[src/rtl/fifo_pkg.sv]
// Shared defaults and width helpers for the synchronous FWFT FIFO.
package fifo_pkg;
  localparam int DEF_DATA_W = 8;
  localparam int DEF_DEPTH  = 16;

  function automatic int addr_w(input int depth);
    return $clog2(depth);
  endfunction

  // One extra bit so the counter can hold the value DEPTH itself.
  function automatic int cnt_w(input int depth);
    return $clog2(depth) + 1;
  endfunction
endpackage

[src/rtl/fifo_ptr.sv]
// Modulo-DEPTH pointer register with increment enable.
module fifo_ptr
  import fifo_pkg::*;
#(
  parameter int DEPTH  = DEF_DEPTH,
  parameter int ADDR_W = addr_w(DEPTH)
) (
  input  logic              clk,
  input  logic              rst,
  input  logic              inc,
  output logic [ADDR_W-1:0] ptr
);

  // DEPTH is a power of two, so the natural binary rollover is the modulo wrap.
  always_ff @(posedge clk or negedge rst) begin
    if (!rst)
      ptr <= '0;
    else if (inc)
      ptr <= ptr + ADDR_W'(1);
  end

endmodule

[src/rtl/sync_fifo8.sv]
// First-word-fall-through FIFO: head word is driven on dout whenever not empty.
module sync_fifo8
  import fifo_pkg::*;
#(
  parameter int DATA_W   = DEF_DATA_W,
  parameter int DEPTH    = DEF_DEPTH,
  parameter int AF_LEVEL = DEPTH - 2,
  parameter int AE_LEVEL = 2,
  parameter int ADDR_W   = addr_w(DEPTH),
  parameter int CNT_W    = cnt_w(DEPTH)
) (
  input  logic              clk,
  input  logic              rst,
  input  logic              wr_en,
  input  logic [DATA_W-1:0] din,
  input  logic              rd_en,
  output logic [DATA_W-1:0] dout,
  output logic              full,
  output logic              empty,
  output logic              almost_full,
  output logic              almost_empty,
  output logic [CNT_W-1:0]  count,
  output logic              overflow,
  output logic              underflow
);

  logic [DATA_W-1:0] mem [DEPTH];
  logic [ADDR_W-1:0] wr_ptr;
  logic [ADDR_W-1:0] rd_ptr;
  logic              do_wr;
  logic              do_rd;

  // A write into a full FIFO is only legal when the same edge frees a slot.
  assign do_wr = wr_en & (~full | rd_en);
  assign do_rd = rd_en & ~empty;

  fifo_ptr #(.DEPTH(DEPTH), .ADDR_W(ADDR_W)) u_wr_ptr (
    .clk (clk),
    .rst (rst),
    .inc (do_wr),
    .ptr (wr_ptr)
  );

  fifo_ptr #(.DEPTH(DEPTH), .ADDR_W(ADDR_W)) u_rd_ptr (
    .clk (clk),
    .rst (rst),
    .inc (do_rd),
    .ptr (rd_ptr)
  );

  always_ff @(posedge clk) begin
    if (do_wr)
      mem[wr_ptr] <= din;
  end

  always_ff @(posedge clk or negedge rst) begin
    if (!rst) begin
      count     <= '0;
      overflow  <= 1'b0;
      underflow <= 1'b0;
    end else begin
      case ({do_wr, do_rd})
        2'b10:   count <= count + CNT_W'(1);
        2'b01:   count <= count - CNT_W'(1);
        default: count <= count;
      endcase
      overflow  <= wr_en & full & ~rd_en;
      underflow <= rd_en & empty;
    end
  end

  assign full         = (count == CNT_W'(DEPTH));
  assign empty        = (count == '0);
  assign almost_full  = (count >= CNT_W'(AF_LEVEL));
  assign almost_empty = (count <= CNT_W'(AE_LEVEL));

  // Masking with empty also forces dout to zero the instant reset lands.
  assign dout = empty ? '0 : mem[rd_ptr];

endmodule

[config.mk]
export PLATFORM = sky130hd
export DESIGN_NAME = sync_fifo8
export DESIGN_NICKNAME = d
export VERILOG_FILES = /design/src/rtl/fifo_pkg.sv /design/src/rtl/fifo_ptr.sv /design/src/rtl/sync_fifo8.sv
export SDC_FILE = /design/constraint.sdc
export NUM_CORES = 1
export LEC_CHECK = 0
export CORE_ASPECT_RATIO = 0.8
export CORE_MARGIN = 4
export CORE_UTILIZATION = 64
export DETAILED_ROUTE_END_ITERATION = 12
export GPL_TIMING_DRIVEN = 0
export PLACE_DENSITY_LB_ADDON = 0.12
export REMOVE_ABC_BUFFERS = 1
export SLEW_MARGIN = 15
export SYNTH_ARGS = -nofsm -noshare
export SYNTH_HDL_FRONTEND = slang
export SYNTH_HIERARCHICAL = 1
export SYNTH_SLANG_ARGS = --single-unit
[constraint.sdc]
create_clock -name clk -period 6.6 [get_ports clk]
set_clock_uncertainty 0.2 [all_clocks]
set_input_delay 0.99 -clock clk [delete_from_list [all_inputs] [get_ports clk]]
set_output_delay 0.99 -clock clk [all_outputs]
set_load 0.02 [all_outputs]
==> results.toml <==
[outcome]
status = "completed"

[critical_path]
slowest_stage = "mux4_1"
crit_path_cell_trace = "buf_12, mux4_1, mux2_2, o22ai_1, a21oi_1, clkdlybuf4s50_1"
r2r-start = "count[2]"
cp-start-kind = "register"
r2r_cells = 10
cp.required_ps = 5410
reg2reg_to = "count[4]"
max_stage_delay_ps = 600
r2r_slack_ps = 3160
cp-end-kind = "output port"
crit_type = "register to output port"
cp-startpoint = "u_rd_ptr/ptr[1]"
critPathMaxFanout = 26
arrival_ps = 2960
cp-endpoint = "dout[1]"

[clock_tree]
cts_root_buffer = "clkbuf_16"
cts.sinks = 143
cts_inserted_buffers = 17
cts_setup_buffers = 0
cts_max_level = 4
cts_hold_buffers = 0
ctsResizeCount = 0
clk_latency_ps = 410
cts_buffer_depth = 2
clk_pin_slew_worst_paths_ps = 60
cts_tree = "built"

[run]
cap_violations = 0

[place]
gp_congestion = 0.765
placed_area_um2 = 6330
dp_hpwl_mm = 6.66
numPortBuffers = 30

[route]
remaining_drc_errors = 0
wl_mm = 10.9
via_per_inst = 6.24
routedWlPerCell_um = 23.1
ant_nets = 0
vias = 2953
first_iter_violations = 210
firstDrtPassIters = 5

[power]
ir_worst_vdd_mv = 0.393
total_leakage_power_nw = 2.32
power_w = 0.00314
power_density_nw_per_um2 = 457

[timing]
tightest_slew_ps = 952
fmax_mhz = 241
rsz0062_at_grt = "no"
final_hold_viol_count = 0
setup_viol = 0
timing.slew.headroom = 0.363
fin_setup_tns_ps = 0
fin_crit_ps = 4150
drv_slew = 0
period_share = 0.628

[global_route]
grt_max_degree = 27
grt_pass1_vias = 2974
gr-total-overflow = 0
grt_pass1_wl_mm = 16.9
gr-usage-all-layers = 0.223
antenna_found_initial = 0

[layout]
drive_gt1_frac = 0.196
final_cell_area_um2 = 6890
antenna_cells = 0
area_growth_pct = 15.9
nets = 363

[worst_hold_path]
hold_path_class = "register to register"
worst_hold_path.num_cells = 1

[synthesis]
synth-seq-cells = 143
synth_area_um2 = 5940
synth-edff-count = 128
synthCells = 313
netlist_top_cells_count = "edfxtp_1, mux4_2, nor2_1, dfrtp_1, mux4_1"
ys_async_sr_fraction = 0.105
synth.most_common_cell = "edfxtp_1"
yosysSeqAreaShare = 0.710
synth_cell_types = 42
yosysTopAreaCell = "edfxtp_1"
yosysTopAreaCellShare = 0.647
synth.area.top_cells = "edfxtp_1, mux4_2, dfrtp_1"
synth_flop_cell = "edfxtp_1"
yosysWarnings = 6
synth.avg_cell_area_um2 = 19.0

[floorplanning]
io_pins = 31
dieArea_um2 = 10900
rows = 31
coreArea_um2 = 9040
initial_utilization = 0.657
die_h_um = 94.2
die_w_um = 116
==> layer usage <==
metal  global-route usage  part of all wire  wire (um)  up-vias
met5                    0                 0          0        -
met4               0.0657            0.0087         95        0
met3               0.0670             0.060        656        9
met2                0.347              0.49       5400       97
met1                0.310              0.44       4780     1502
li1                     -                 -          -     1345
==> worst min-delay path by stage <==
stage                         start         endpoint  slack, ps
finish              u_rd_ptr/ptr[0]  u_rd_ptr/ptr[0]        360
global route        u_rd_ptr/ptr[0]  u_rd_ptr/ptr[0]        380
global placement    u_wr_ptr/ptr[0]  u_wr_ptr/ptr[0]        350
floorplan           u_wr_ptr/ptr[0]  u_wr_ptr/ptr[0]        330
detailed placement  u_rd_ptr/ptr[0]  u_rd_ptr/ptr[0]        350
CTS                 u_rd_ptr/ptr[0]  u_rd_ptr/ptr[0]        360
==> cells by family (layout without fill, tap and decap cells) <==
| logic type | Yosys count | after routing | synth area share |
|---|---|---|---|
| compound gates | 29 | 29 | 0.0295 |
| flops | 143 | 143 | 0.710 |
| fa+ha+maj | 6 | 6 | 0.0126 |
| buf+inv | 23 | 68 | 0.0221 |
| simple gates | 51 | 51 | 0.0468 |
| mux | 51 | 51 | 0.164 |
| xor+xnor | 10 | 10 | 0.0147 |
==> layout make-up <==
cell class                      count  area, um2
Fill cell                         472       2150
Clock inverter                     13        121
Timing Repair Buffer               32        340
Multi-Input combinational cell    147       1610
Sequential cell                   143       4220
Inverter                            4       15.0
Tap cell                          115        144
Clock buffer                       19        433
==> flip-flops by register name, indices dropped and copies added, names as in the netlist <==
register and cells:
count 5, mem 128, overflow 1, u_rd_ptr/ptr 4, u_wr_ptr/ptr 4, underflow 1
==> per-stage QoR <==
stage	utilization	setup WS [ps]	instances	hold slack, ps
6_report	0.762	2450	473	362
4_1_cts	0.762	2190	473	363
2_1_floorplan	-	3150	294	330
3_3_place_gp	0.693	2060	439	355
3_5_place_dp	0.700	2650	441	355
5_1_grt	0.762	2340	473	380
==> power breakdown <==
group	leakage, nW	internal (W)	total, W	switching (W)
Combinational	0.712	0.000500	0.000961	0.000461
Clock	0.273	0.000549	0.000891	0.000342
Sequential	1.33	0.00111	0.00129	0.000178
==> layout by cell type (no fill, tap or decap), drive strengths merged, types with 6 or more instances in the layout <==
master and n:
dfrtp 15, nor2 17, clkbuf 19, nor3 6, mux2i 8, mux2 11, ha 6, edfxtp 128
a21oi 11, clkdlybuf4s50 30, o22ai 8, clkinv 9, mux4 32
==> worst max-delay path, delay by kind of cell, from the launching register on <==
family | cells | cell delay [ps]
flip-flops | 1 | 540
multiplexers | 2 | 880
buffers and inverters | 2 | 840
AO/OA/AOI/OAI | 2 | 270
Note: power is estimated with default switching activity, not from simulation.
